File: src/rtl/mc_bus_pkg.sv
// ---------------------------------------------------------------------------
// mc_bus_pkg
// Shared definitions for the MCU memory-controller bus responder:
//   - default bus widths
//   - responder FSM state encoding
//   - register address map seen by the MCU
// ---------------------------------------------------------------------------
package mc_bus_pkg;

   localparam int MC_DATA_WIDTH_DEF = 16;
   localparam int MC_ADD_WIDTH_DEF  = 6;

   // Register address map
   localparam logic [5:0] REG_IO_OD_OE    = 6'h00;  // od | oe
   localparam logic [5:0] REG_IO_HL_DIR   = 6'h01;  // hl | dir
   localparam logic [5:0] REG_SRAM_DATA   = 6'h02;
   localparam logic [5:0] REG_LA_SRAM_CTL = 6'h03;
   localparam logic [5:0] REG_LA_COUNT    = 6'h04;
   localparam logic [5:0] REG_PWM_0       = 6'h05;
   localparam logic [5:0] REG_PWM_1       = 6'h06;

   typedef enum logic [2:0] {
      ST_IDLE      = 3'd0,
      ST_WRITE     = 3'd1,
      ST_READ_REQ  = 3'd2,
      ST_READ_WAIT = 3'd3,
      ST_DRIVE     = 3'd4,
      ST_RECOVER   = 3'd5
   } mc_state_t;

endpackage

File: src/rtl/mc_strobe_filter.sv
// ---------------------------------------------------------------------------
// mc_strobe_filter
// Two-flop synchronizer for one active-low bus strobe followed by a
// run-length qualifier.
//   i_clk       system clock
//   i_rst       asynchronous active-high reset
//   i_strobe_n  raw active-low strobe from the pad
//   o_level     synchronized strobe level (1 = inactive)
//   o_qual      high while the strobe has been low for FILTER_CYCLES
//               consecutive synchronized cycles, including the current one
// ---------------------------------------------------------------------------
module mc_strobe_filter #(
   parameter int FILTER_CYCLES = 2
) (
   input  logic i_clk,
   input  logic i_rst,
   input  logic i_strobe_n,
   output logic o_level,
   output logic o_qual
);
   import mc_bus_pkg::*;

   localparam int             CW     = $clog2(FILTER_CYCLES + 1);
   localparam logic [CW-1:0]  CNT_SAT = CW'(FILTER_CYCLES);
   // The current low sample completes the run, so only FILTER_CYCLES-1
   // earlier low samples are required.
   localparam logic [CW-1:0]  CNT_TH  = CW'(FILTER_CYCLES - 1);

   logic          r_meta;
   logic          r_sync;
   logic [CW-1:0] r_cnt;

   // Synchronizer; strobes idle high so reset to the inactive level.
   always_ff @(posedge i_clk or posedge i_rst) begin
      if (i_rst) begin
         r_meta <= 1'b1;
         r_sync <= 1'b1;
      end else begin
         r_meta <= i_strobe_n;
         r_sync <= r_meta;
      end
   end

   // Saturating count of consecutive synchronized-low cycles.
   always_ff @(posedge i_clk or posedge i_rst) begin
      if (i_rst) begin
         r_cnt <= '0;
      end else if (r_sync) begin
         r_cnt <= '0;
      end else if (r_cnt != CNT_SAT) begin
         r_cnt <= r_cnt + CW'(1);
      end else begin
         r_cnt <= r_cnt;
      end
   end

   assign o_level = r_sync;
   assign o_qual  = ~r_sync & (r_cnt >= CNT_TH);

endmodule

File: src/rtl/mc_bus_responder.sv
// ---------------------------------------------------------------------------
// mc_bus_responder
// FPGA-side responder for the MCU asynchronous parallel memory bus.
// Each qualified MCU write pulse becomes one wr_en strobe; each qualified
// read pulse becomes one rd_en request whose returned data is driven back.
//   clock, reset            system clock, async active-high reset
//   mc_ce/mc_we/mc_oe       active-low bus strobes (asynchronous)
//   mc_add, mc_data_i       bus address / data from the pads
//   mc_data_o, mc_data_oe   read data and pad driver enable
//   wr_en/wr_addr/wr_data   one-cycle register-write strobe
//   rd_en/rd_addr           one-cycle read request; rd_data valid 1 cycle later
//   bus_err                 one-cycle pulse when we and oe qualify together
// ---------------------------------------------------------------------------
module mc_bus_responder
   import mc_bus_pkg::*;
#(
   parameter int MC_DATA_WIDTH = MC_DATA_WIDTH_DEF,
   parameter int MC_ADD_WIDTH  = MC_ADD_WIDTH_DEF,
   parameter int FILTER_CYCLES = 2
) (
   input  logic                     clock,
   input  logic                     reset,
   input  logic                     mc_ce,
   input  logic                     mc_we,
   input  logic                     mc_oe,
   input  logic [MC_ADD_WIDTH-1:0]  mc_add,
   input  logic [MC_DATA_WIDTH-1:0] mc_data_i,
   output logic [MC_DATA_WIDTH-1:0] mc_data_o,
   output logic                     mc_data_oe,
   output logic                     wr_en,
   output logic [MC_ADD_WIDTH-1:0]  wr_addr,
   output logic [MC_DATA_WIDTH-1:0] wr_data,
   output logic                     rd_en,
   output logic [MC_ADD_WIDTH-1:0]  rd_addr,
   input  logic [MC_DATA_WIDTH-1:0] rd_data,
   output logic                     bus_err
);

   logic w_ce_s, w_ce_q;
   logic w_we_s, w_we_q;
   logic w_oe_s, w_oe_q;
   logic w_wr_q, w_rd_q;

   logic [MC_ADD_WIDTH-1:0]  r_add_m,  r_add_s;
   logic [MC_DATA_WIDTH-1:0] r_data_m, r_data_s;

   mc_state_t r_state;
   mc_state_t w_state_nxt;
   logic      w_wr_en_nxt;
   logic      w_rd_en_nxt;
   logic      w_err_nxt;
   logic      w_load_do;

   mc_strobe_filter #(.FILTER_CYCLES(FILTER_CYCLES)) u_ce_filt (
      .i_clk(clock), .i_rst(reset), .i_strobe_n(mc_ce),
      .o_level(w_ce_s), .o_qual(w_ce_q)
   );

   mc_strobe_filter #(.FILTER_CYCLES(FILTER_CYCLES)) u_we_filt (
      .i_clk(clock), .i_rst(reset), .i_strobe_n(mc_we),
      .o_level(w_we_s), .o_qual(w_we_q)
   );

   mc_strobe_filter #(.FILTER_CYCLES(FILTER_CYCLES)) u_oe_filt (
      .i_clk(clock), .i_rst(reset), .i_strobe_n(mc_oe),
      .o_level(w_oe_s), .o_qual(w_oe_q)
   );

   // A strobe only counts while chip enable is also qualified.
   assign w_wr_q = w_ce_q & w_we_q;
   assign w_rd_q = w_ce_q & w_oe_q;

   // Address/data synchronizers; sampled values are only used once the
   // strobes have qualified, long after these have settled.
   always_ff @(posedge clock or posedge reset) begin
      if (reset) begin
         r_add_m  <= '0;
         r_add_s  <= '0;
         r_data_m <= '0;
         r_data_s <= '0;
      end else begin
         r_add_m  <= mc_add;
         r_add_s  <= r_add_m;
         r_data_m <= mc_data_i;
         r_data_s <= r_data_m;
      end
   end

   // Next-state and next-output logic.
   always_comb begin
      w_state_nxt = r_state;
      w_wr_en_nxt = 1'b0;
      w_rd_en_nxt = 1'b0;
      w_err_nxt   = 1'b0;
      w_load_do   = 1'b0;
      case (r_state)
         ST_IDLE: begin
            if (w_wr_q && w_rd_q) begin
               w_state_nxt = ST_RECOVER;
               w_err_nxt   = 1'b1;
            end else if (w_wr_q) begin
               w_state_nxt = ST_WRITE;
               w_wr_en_nxt = 1'b1;
            end else if (w_rd_q) begin
               w_state_nxt = ST_READ_REQ;
               w_rd_en_nxt = 1'b1;
            end else begin
               w_state_nxt = ST_IDLE;
            end
         end
         ST_WRITE: begin
            // Write already committed on entry; just wait out the pulse.
            if (w_we_s || w_ce_s) begin
               w_state_nxt = ST_IDLE;
            end else begin
               w_state_nxt = ST_WRITE;
            end
         end
         ST_READ_REQ: begin
            w_state_nxt = ST_READ_WAIT;
         end
         ST_READ_WAIT: begin
            w_state_nxt = ST_DRIVE;
            w_load_do   = 1'b1;
         end
         ST_DRIVE: begin
            if (w_oe_s || w_ce_s) begin
               w_state_nxt = ST_IDLE;
            end else begin
               w_state_nxt = ST_DRIVE;
            end
         end
         ST_RECOVER: begin
            if (w_we_s && w_oe_s) begin
               w_state_nxt = ST_IDLE;
            end else begin
               w_state_nxt = ST_RECOVER;
            end
         end
         default: begin
            w_state_nxt = ST_IDLE;
         end
      endcase
   end

   // State register and registered strobes/payloads.
   always_ff @(posedge clock or posedge reset) begin
      if (reset) begin
         r_state   <= ST_IDLE;
         wr_en     <= 1'b0;
         wr_addr   <= '0;
         wr_data   <= '0;
         rd_en     <= 1'b0;
         rd_addr   <= '0;
         bus_err   <= 1'b0;
         mc_data_o <= '0;
      end else begin
         r_state <= w_state_nxt;
         wr_en   <= w_wr_en_nxt;
         rd_en   <= w_rd_en_nxt;
         bus_err <= w_err_nxt;
         if (w_wr_en_nxt) begin
            wr_addr <= r_add_s;
            wr_data <= r_data_s;
         end else begin
            wr_addr <= wr_addr;
            wr_data <= wr_data;
         end
         if (w_rd_en_nxt) begin
            rd_addr <= r_add_s;
         end else begin
            rd_addr <= rd_addr;
         end
         if (w_load_do) begin
            mc_data_o <= rd_data;
         end else begin
            mc_data_o <= mc_data_o;
         end
      end
   end

   // Driver enable releases as soon as the synchronized oe/ce goes high,
   // without waiting for the state register, and clears with async reset.
   assign mc_data_oe = (r_state == ST_DRIVE) & ~w_oe_s & ~w_ce_s;

endmodule

File: config.mk
export PLATFORM = sky130hd
export DESIGN_NAME = mc_bus_responder
export DESIGN_NICKNAME = d
export VERILOG_FILES = /design/src/rtl/mc_bus_pkg.sv /design/src/rtl/mc_strobe_filter.sv /design/src/rtl/mc_bus_responder.sv
export SDC_FILE = /design/constraint.sdc
export NUM_CORES = 1
export LEC_CHECK = 0
export BUFFER_PORTS_ARGS = -buffer_cell sky130_fd_sc_hd__buf_2
export CORE_MARGIN = 1.5
export CORE_UTILIZATION = 40
export DETAILED_ROUTE_END_ITERATION = 6
export GPL_TIMING_DRIVEN = 0
export SYNTH_ARGS = -nofsm -noshare
export SYNTH_HDL_FRONTEND = slang
export SYNTH_HIERARCHICAL = 1
export SYNTH_SLANG_ARGS = --single-unit
File: constraint.sdc
create_clock -name clock -period 3.5 [get_ports clock]
set_input_delay 0.175 -clock clock [delete_from_list [all_inputs] [get_ports clock]]
set_output_delay 0.175 -clock clock [all_outputs]
set_load 0.1 [all_outputs]
==> results.ini, run 1 <==
[timing]
max_freq_mhz = 540.0
min_period_over_period_pct = 52.91
finalClockSkew_ns = 0.01571
setup_viol = 0
worst_slew_pin_slew_ns = 0.4994
drv_slew = 0
finalHoldViolations = 0
fin_crit_ns = 1.852
maxSlewHeadroom_pct = 66.71
rsz0062_at_grt = false

[cells_and_area]
multi_input_area_um2 = 880.8
layout.nets = 383
drive_above_1_share_pct = 48.97
fillers = 765
syn2layout_area_growth_pct = 29.78
final_cell_mix = dfrtp_1 (100), buf_2 (91), dlygate4sd3_1 (26)
fin_cells = 447
antenna_cells = 0
regArea_mm2 = 0.002660
mostFrequentLayoutCell = dfrtp_1

[floorplanning]
die_y_um = 98.16
initial_core_util_pct = 41.33
die_area_mm2 = 0.009635
ios = 91
die_w_um = 98.16
coreArea_mm2 = 0.008763
num_rows = 34

[logic_synthesis]
synth-seq-cells = 106
synth_area_mm2 = 0.003622
syn_inst = 206
syn_area_per_cell_um2 = 17.58
ys_warn_count = 6
mappedNetlistNets = 255
post_synth_num_cell_types = 24
yosysSeqAreaShare_pct = 73.44

[critical_path]
start_kind = flop
critPathCaptureType = primary output
r2r_start = u_ce_filt/r_cnt[0]$_DFFE_PP0P_
crit_start = r_state[1]$_DFF_PP0_
cp.arrival_ns = 1.68
critPathRequiredTime_ns = 3.32
path_max_fanout = 6
critPathKind = reg2out

[clock_network]
post-cts-setup-buffers = 0
cts.reportedPaths.clkPinSlew_ns = 0.10
h-tree-depth = 3
cts-buffers-inserted = 9
cts-root-buf = clkbuf_8
cts_tree = done
cts-root-to-sink-buffers = 2
cts.sinks = 106
clock_latency_ns = 0.37

[hold_path]
hold_path.class = in2reg
hold_start = rd_data[13]

[drt]
ant_nets = 0
wl_um = 5874
drtIter0Drc = 25
drcViolationCount = 0
firstDrtPassIters = 4
vias_per_cell = 4.445
wire_per_inst_um = 13.14
vias = 1987

[flow_run]
max_cap_violations = 0

[global_routing]
grt_antenna_before_repair = 0
grt_max_degree = 57
overflow = 0
grt_pass1_vias = 2109
grtUsageTotal_pct = 13.46
grt_pass1_wl_um = 10140

[outcome]
outcome = finished clean

[placement]
gp_congestion = 0.6718
port_buffers = 90
placed_cells = 405
dp_hpwl_um = 4008

[stage by stage]
stage               TNS [ns]  util, %  worst slack [ns]  cell area (µm²)  hold slack [ns]
global route               0    53.64             1.508             4701         0.007062
CTS                        0    53.64             1.607             4701          0.01364
detailed placement         0    48.43             1.626             4244           0.1205
finish                     0    53.64             1.648             4701          0.03769
floorplan                  0        -            0.8763             3628         -0.06037
global placement      -23.69    48.09           -0.2580             4214          0.09117
[cells in the mapped netlist, drive strengths merged]
| cell | number | share of area (%) |
|---|---|---|
| buf | 4 | 1.1 |
| inv | 13 | 1.3 |
| nand3b | 3 | 1.1 |
| nand2b | 2 | 0.35 |
| nor4b | 1 | 0.66 |
| mux2i | 4 | 1.1 |
| nand2 | 3 | 0.31 |
| o211ai | 1 | 0.21 |
| nor4 | 1 | 0.17 |
| dfrtp | 100 | 69 |
| ha | 6 | 2.1 |
| dfstp | 6 | 4.4 |
| o221ai | 1 | 0.24 |
| nor2 | 10 | 1.0 |
| nor3 | 1 | 0.14 |
| nand3 | 1 | 0.14 |
| mux2 | 44 | 16 |
| o21ai | 1 | 0.14 |
| a21oi | 1 | 0.14 |
| xor2 | 3 | 0.73 |
[registers in the layout (all words and copies together), names as in the netlist, 3 cells and up]
name and cells:
mc_data_o 16, r_data_m 16, r_data_s 16, wr_data 16, r_add_m 6, r_add_s 6, rd_addr 6, wr_addr 6
r_state 3
[path summary, 6_finish.rpt]
kind | endpoint | slack [ns] | depth (start not counted)
min in group asynchronous | u_ce_filt/r_cnt[0]$_DFFE_PP0P_ | 0.29 | 3
max | mc_data_oe | 1.65 | 3
max in group asynchronous | wr_data[13]$_DFFE_PP0P_ | 2.45 | 4
min | mc_data_o[13]$_DFFE_PP0N_ | 0.04 | 2
min reg2reg | r_data_s[10]$_DFF_PP0_ | 0.36 | 0
max reg2reg | wr_data[13]$_DFFE_PP0P_ | 1.65 | 7
[critical path: stages, from the launching register on]
cell and delay [ns]:
dfrtp_1 0.47, nand2b_1 0.23, nor4_2 0.15, buf_2 0.46
[final cells by class]
cell class | instances | area share, %
Inverter | 13 | 1.091
Tap cell | 108 | 2.875
Buffer | 4 | 0.8251
Timing Repair Buffer | 117 | 15.70
Clock inverter | 7 | 1.544
Multi-Input combinational cell | 83 | 18.74
Sequential cell | 106 | 56.59
Clock buffer | 9 | 2.635
[kinds of logic after synthesis]
kind of cell | Yosys count | share of synthesized area (%)
fa+ha+maj | 6 | 2.072
buf+inv | 17 | 2.418
compound gates | 4 | 0.7252
simple gates | 22 | 3.869
xor+xnor | 3 | 0.7255
mux | 48 | 16.75
flops | 106 | 73.44
[what timing repair did]
action / 4_1_cts / 5_1_grt
resized for setup: 0 / 0
hold endpoints to repair: 75 / 0
hold buffers: 26 / 0
[metal layers]
metal	wire length [µm]	part of all wire, %	vias to the layer above	global-route usage [%]
met5	0	0	-	0
met2	2909	50	51	20.85
met4	81	1.4	0	6.176
met1	2652	45	990	17.72
li1	-	-	939	-
met3	230	3.9	7	3.794
Power of run 1 is left out: the tool's default activity adds up to more than one toggle a clock period on the data nets, which glitch-free logic cannot reach.
==> inputs of run 2 (changes only) <==
--- a/config.mk
+++ b/config.mk
@@ -5,6 +5,7 @@
 export SDC_FILE = /design/constraint.sdc
 export NUM_CORES = 1
 export LEC_CHECK = 0
+export ABC_AREA = 1
 export BUFFER_PORTS_ARGS = -buffer_cell sky130_fd_sc_hd__buf_2
 export CORE_MARGIN = 1.5
 export CORE_UTILIZATION = 40
==> constraint.sdc (replaced) <==
create_clock -name clock -period 1.8 [get_ports clock]
set_input_delay 0.09 -clock clock [delete_from_list [all_inputs] [get_ports clock]]
set_output_delay 0.09 -clock clock [all_outputs]
set_load 0.1 [all_outputs]
==> run 2 against run 1 <==
  * The run now ends with DRC left
  * Via count rose by 30%
  * Cell count up 30%
  * Die area is 1.7% higher
  * Hold slack improved by 0.15 ns
  * Wire length grew 22%
  * Sequential cell count did not move
  * Register-to-register slack worse by 1.4 ns
  * Clock skew increased by 0.0011 ns
  * Sequential share of layout area is 2.6 points lower
  * Critical path depth is 1 higher
  * Design area is 4.8% higher
==> results.ini, run 2 <==
[global_routing]
met3_usage_pct = 3.830  ; +0.036 points
grt_antenna_before_repair = 0  ; unchanged
grtUsageTotal_pct = 16.00  ; +2.5 points
overflow = 0  ; unchanged
grt_pass1_wl_um = 12190  ; +20%
grt_max_degree = 36  ; -37%
grt_pass1_vias = 2655  ; +26%
grt.met1_usage_pct = 20.07  ; +2.3 points
use_met2_pct = 26.42  ; +5.6 points
busiest_layer = met2

[cells_and_area]
fin_util_pct = 55.93  ; +2.3 points
antenna_cells = 0  ; unchanged
mostFrequentLayoutCell = nand2_1
layout.nets = 517  ; +35%
final_cell_mix = nand2_1 (114), dfrtp_1 (100), buf_2 (92)
drive_above_1_share_pct = 29.39  ; -20 points
syn2layout_area_growth_pct = 33.65

[floorplanning]
ios = 91  ; unchanged
die_y_um = 98.98  ; +0.84%
coreArea_mm2 = 0.008806  ; +0.49%
die_w_um = 98.98  ; +0.84%
die_area_mm2 = 0.009797  ; +1.7%
num_rows = 34  ; unchanged
initial_core_util_pct = 41.84  ; +0.51 points

[logic_synthesis]
synth_edf_count = 0  ; unchanged
syn_area_per_cell_um2 = 11.41  ; -35%
synth_top_cells_by_count = nand2_1 (114), dfrtp_1 (100), inv_1 (18), o21ai_0 (18), nand3_1 (15)
synth_top_area_share_pct = 67.91  ; -1.2 points
yosysMostFrequentCell = nand2_1
yosysSeqAreaShare_pct = 72.19  ; -1.2 points
synth_top_area_cell = dfrtp_1
ys_top_cells_by_area = dfrtp_1 (68%), nand2_1 (12%), dfstp_2 (4.3%)
synth-seq-cells = 106  ; unchanged
syn_inst = 323  ; +57%
mappedNetlistNets = 372  ; +46%
post_synth_num_cell_types = 23  ; -4.2%
synth_area_mm2 = 0.003685  ; +1.7%
async_reset_ff_share_pct = 100.0  ; unchanged
synth_flop_cell = dfrtp_1
ys_warn_count = 6  ; unchanged

[timing]
setup_slack_ns = 0.1301  ; -1.518 ns
rsz0062_at_grt = false
maxSlewHeadroom_pct = 48.67  ; -18 points
fin_crit_ns = 1.670
setup_viol = 0  ; unchanged
min_period_over_period_pct = 92.77
max_freq_mhz = 598.8
drv_slew = 0  ; unchanged
finalClockSkew_ns = 0.01685  ; +0.001147 ns
finalHoldViolations = 0  ; unchanged
worst_slew_pin_slew_ns = 0.7683  ; +0.2690 ns

[clock_network]
cts.sinks = 106  ; unchanged
cts_tree = done
cts-root-buf = clkbuf_8
cts.reportedPaths.clkPinSlew_ns = 0.10  ; about the same
clock_latency_ns = 0.37  ; about the same
cts-buffers-inserted = 9  ; unchanged
cts-root-to-sink-buffers = 2  ; unchanged
h-tree-depth = 3  ; unchanged

[critical_path]
worst_r2r_path_depth = 7  ; unchanged
cp_num_buf_inv = 2  ; +1
worstSetupPathDepth = 4  ; +1
start_kind = flop
cp.arrival_ns = 1.58  ; -0.10 ns
critPathCaptureType = primary output
critPathTopFamily = buffers and inverters
path_max_fanout = 6  ; unchanged
crit_chain = nor2_1, nand3_1, inv_1, buf_2
critPathRequiredTime_ns = 1.71  ; -1.61 ns
critPathKind = reg2out
cpMaxStageDelayCell = dfrtp_1
crit_path_max_incr_delay_ns = 0.49  ; +0.02 ns

[flow_run]
max_cap_violations = 0  ; unchanged

[placement]
dp_hpwl_um = 4781  ; +19%
port_buffers = 90  ; unchanged
dp_slack_ns = 0.002338  ; -1.624 ns
gp_congestion = 0.8299  ; +24%

[drt]
drcViolationCount = 7  ; +7
wl_um = 7193  ; +22%
ant_nets = 0  ; unchanged
firstDrtPassIters = 7  ; +3
vias = 2579  ; +30%
wire_per_inst_um = 12.38  ; -5.8%
vias_per_cell = 4.439  ; -0.14%
drtIter0Drc = 69  ; +180%

[outcome]
violations = DRC
outcome = finished, violations left

[hold_path]
hold_path.class = in2async

## run 2: cell types whose count changed in the layout (fill, tap and decap cells not counted), sizes merged, moves of 4 or more
cell and delta:
nand2 +112, mux2 -44, o21ai +27, nand3 +17, dlygate4sd3 +16, inv +11
buf +4, mux2i -4
## run 2: logic make-up (layout without fill, tap and decap cells)
kind of cell    count (synthesis)  after routing  synth area share (%)
simple gates                  150            150                 17.62
flops                         106            106                 72.19
compound gates                 28             28                 3.905
fa+ha+maj                       6              6                 2.037
buf+inv                        33            183                 4.244
## run 2: final timing paths
| check | start | end | slack (ns) |
|---|---|---|---|
| max | r_state[0]$_DFF_PP0_ | mc_data_oe | 0.13 |
| min | reset | u_we_filt/r_cnt[0]$_DFFE_PP0P_ | 0.19 |
| max reg2reg | u_ce_filt/r_cnt[0]$_DFFE_PP0P_ | wr_data[7]$_DFFE_PP0P_ | 0.20 |
| min reg2reg | r_data_m[15]$_DFF_PP0_ | r_data_s[15]$_DFF_PP0_ | 0.35 |
| max in group asynchronous | reset | wr_data[10]$_DFFE_PP0P_ | 0.55 |
| min in group clock | r_data_m[15]$_DFF_PP0_ | r_data_s[15]$_DFF_PP0_ | 0.35 |
## run 2: worst reg2reg max path, stage by stage (launching register included)
cell	delay, ns
dfrtp_1	0.36
inv_1	0.07
ha_1	0.21
nor2_2	0.19
nand3_2	0.18
clkbuf_2	0.22
o21ai_0	0.20
nand2_1	0.07
## run 2: repair_timing
item	in CTS	in global routing
buffers inserted	0	0
setup endpoints to repair	1	20
endpoints found under the hold margin	87	0
resized for setup	1	6
hold buffers	42	0
## run 2: layout make-up
class,count,area (µm²)
clock inverter,6,55.05
sequential,106,2660
tap,108,135.1
timing repair buffer,134,910.9
inverter,24,93.84
buffer,9,68.82
fill,761,3881
multi-input combinational,184,873.3
clock buffer,10,127.6
## run 2: routing by layer
metal	vias to the layer above	wire [µm]	share of wire (%)
li1	1303	-	-
met4	0	138	1.9
met2	71	3475	48
met5	-	0	0
met1	1195	3244	45
met3	10	333	4.6
## run 2: metrics by stage
stage	cells	hold WS [ns]	instance area [µm²]	TNS, ns
after floorplan	323	-0.1454	3689	0
after global placement	521	0.02519	4274	-3.961
after detailed placement	523	0.02604	4314	0
after CTS	581	0.1756	4920	0
after global routing	581	0.2061	4925	0
final	581	0.1883	4925	0
Power of run 2 is left out for the same reason.
==> inputs of run 3 (changes only) <==
--- a/config.mk
+++ b/config.mk
@@ -6,7 +6,7 @@
 export NUM_CORES = 1
 export LEC_CHECK = 0
 export ABC_AREA = 1
-export BUFFER_PORTS_ARGS = -buffer_cell sky130_fd_sc_hd__buf_2
+export BUFFER_PORTS_ARGS = -buffer_cell sky130_fd_sc_hd__clkbuf_2
 export CORE_MARGIN = 1.5
 export CORE_UTILIZATION = 40
 export DETAILED_ROUTE_END_ITERATION = 6
==> run 3 against run 2 <==
  * The flow still finishes with violations (DRC)
  * Non-clock buffer count stayed put
  * Register-to-register slack hardly changed
  * Clock-buffer cell count stayed put
  * Global-route usage is 0.34 points higher
  * Worst setup slack worse by 0.0047 ns
  * Via count is 0.35% higher
  * Critical path type unchanged
  * Largest cell class unchanged
  * Highest routed layer unchanged
==> results.ini, run 3 (synthesis results as in run 2) <==
[clock_network]
cts.sinks = 106  ; unchanged
h-tree-depth = 3  ; unchanged
cts-buffers-inserted = 9  ; unchanged
clock_latency_ns = 0.36  ; about the same
cts-root-buf = clkbuf_8
post-cts-setup-buffers = 0  ; unchanged
cts-root-to-sink-buffers = 2  ; unchanged
cts.reportedPaths.clkPinSlew_ns = 0.10  ; about the same
cts_tree = done

[outcome]
outcome = finished, violations left
violations = DRC

[floorplanning]
die_y_um = 98.98  ; unchanged
coreArea_mm2 = 0.008806  ; unchanged
num_rows = 34  ; unchanged
die_area_mm2 = 0.009797  ; unchanged
die_w_um = 98.98  ; unchanged
initial_core_util_pct = 41.84  ; unchanged
ios = 91  ; unchanged

[cells_and_area]
layout.nets = 517  ; unchanged
syn2layout_area_growth_pct = 33.68  ; about the same
drive_above_1_share_pct = 29.39  ; unchanged
fillers = 766  ; +0.66%
mostFrequentLayoutCell = nand2_1
fin_util_pct = 55.94  ; about the same
antenna_cells = 0  ; unchanged
stdcell_area_mm2 = 0.004926  ; about the same
final_cell_mix = nand2_1 (114), dfrtp_1 (100), clkbuf_2 (92)

[drt]
vias = 2588  ; +0.35%
wl_um = 7145  ; -0.67%
ant_nets = 0  ; unchanged
drcViolationCount = 7  ; unchanged
drtIter0Drc = 106  ; +54%
wire_per_inst_um = 12.30  ; -0.67%
firstDrtPassIters = 6  ; -1
vias_per_cell = 4.454  ; +0.35%

[critical_path]
cp_num_buf_inv = 2  ; unchanged
path_max_fanout = 6  ; unchanged
critPathCaptureType = primary output
cpMaxStageDelayCell = dfrtp_1
start_kind = flop
critPathKind = reg2out
cp.arrival_ns = 1.58  ; about the same
crit_path_max_incr_delay_ns = 0.50  ; about the same
critPathTopFamily = flip-flops
crit_chain = nor2_1, nand3_1, inv_1, buf_2
critPathRequiredTime_ns = 1.71  ; about the same

[timing]
maxSlewHeadroom_pct = 62.80  ; +14 points
setup_slack_ns = 0.1254  ; -0.004659 ns
min_period_over_period_pct = 93.03  ; +0.26 points
finalHoldViolations = 0  ; unchanged
rsz0062_at_grt = false
drv_slew = 0  ; unchanged
worst_slew_pin_slew_ns = 0.5568  ; -0.2116 ns
setup_viol = 0  ; unchanged
setup_tns_ns = 0  ; unchanged
finalClockSkew_ns = 0.01493  ; -0.001926 ns
fin_crit_ns = 1.675  ; +0.004659 ns
max_freq_mhz = 597.2  ; -0.28%

[flow_run]
max_cap_violations = 0  ; unchanged

[global_routing]
grt_pass1_vias = 2755  ; +3.8%
grt_max_degree = 40  ; +11%
grt_antenna_before_repair = 0  ; unchanged
grtUsageTotal_pct = 16.33  ; +0.34 points
overflow = 0  ; unchanged
grt_pass1_wl_um = 12580  ; +3.2%

[placement]
dp_slack_ns = 0.02730  ; +0.02497 ns
port_buffers = 90  ; unchanged
gp_congestion = 0.8293  ; about the same
placed_cell_area_mm2 = 0.004314  ; unchanged
dp_hpwl_um = 4877  ; +2.0%

[hold_path]
hold_path.class = in2async

## run 3: cell type report
| class | count | area [µm²] | area share (%) |
|---|---|---|---|
| tap | 108 | 135.1 | 2.743 |
| buffer | 9 | 68.82 | 1.397 |
| multi-input combinational | 184 | 873.3 | 17.73 |
| timing repair buffer | 134 | 910.9 | 18.49 |
| clock inverter | 6 | 56.30 | 1.143 |
| clock buffer | 10 | 127.6 | 2.591 |
| sequential | 106 | 2660 | 54.00 |
| inverter | 24 | 93.84 | 1.905 |
## run 3: final timing paths
path	start	cells past startpoint	endpoint	slack (ns)
setup / recovery	r_state[0]$_DFF_PP0_	4	mc_data_oe	0.13
hold / removal	reset	3	u_ce_filt/r_cnt[0]$_DFFE_PP0P_	0.20
setup reg to reg	u_ce_filt/r_cnt[0]$_DFFE_PP0P_	7	wr_data[5]$_DFFE_PP0P_	0.19
hold reg to reg	r_add_m[3]$_DFF_PP0_	0	r_add_s[3]$_DFF_PP0_	0.36
max in group asynchronous	reset	5	wr_data[7]$_DFFE_PP0P_	0.64
min in group clock	mc_ce	2	u_ce_filt/r_meta$_DFF_PP1_	0.35
## run 3: stage by stage
stage	std cells	hold WS (ns)
finish	581	0.1976
global route	581	0.2212
CTS	581	0.1924
detailed placement	523	0.02827
global placement	521	0.03090
floorplan	323	-0.1454
## run 3: routing by layer
layer / vias to the layer above / global-route usage [%] / share of wire (%)
met2: 67 / 26.63 / 49
met5: - / 0 / 0
met1: 1216 / 20.99 / 44
met3: 9 / 3.830 / 5.1
li1: 1296 / - / -
met4: 0 / 7.033 / 1.7
## run 3: worst register-to-register path, stage by stage, from the launching register on
cell	delay (ns)
dfrtp_1	0.36
inv_1	0.07
ha_1	0.21
nor2_2	0.20
nand3_2	0.17
clkbuf_2	0.24
o21ai_0	0.19
nand2_1	0.07
## run 3: timing repair
action | CTS | global route
hold endpoints to repair | 75 | 0
setup endpoints to repair | 0 | 26
gates resized for setup | 0 | 7
hold buffers | 42 | 0
Power of run 3 is left out for the same reason.
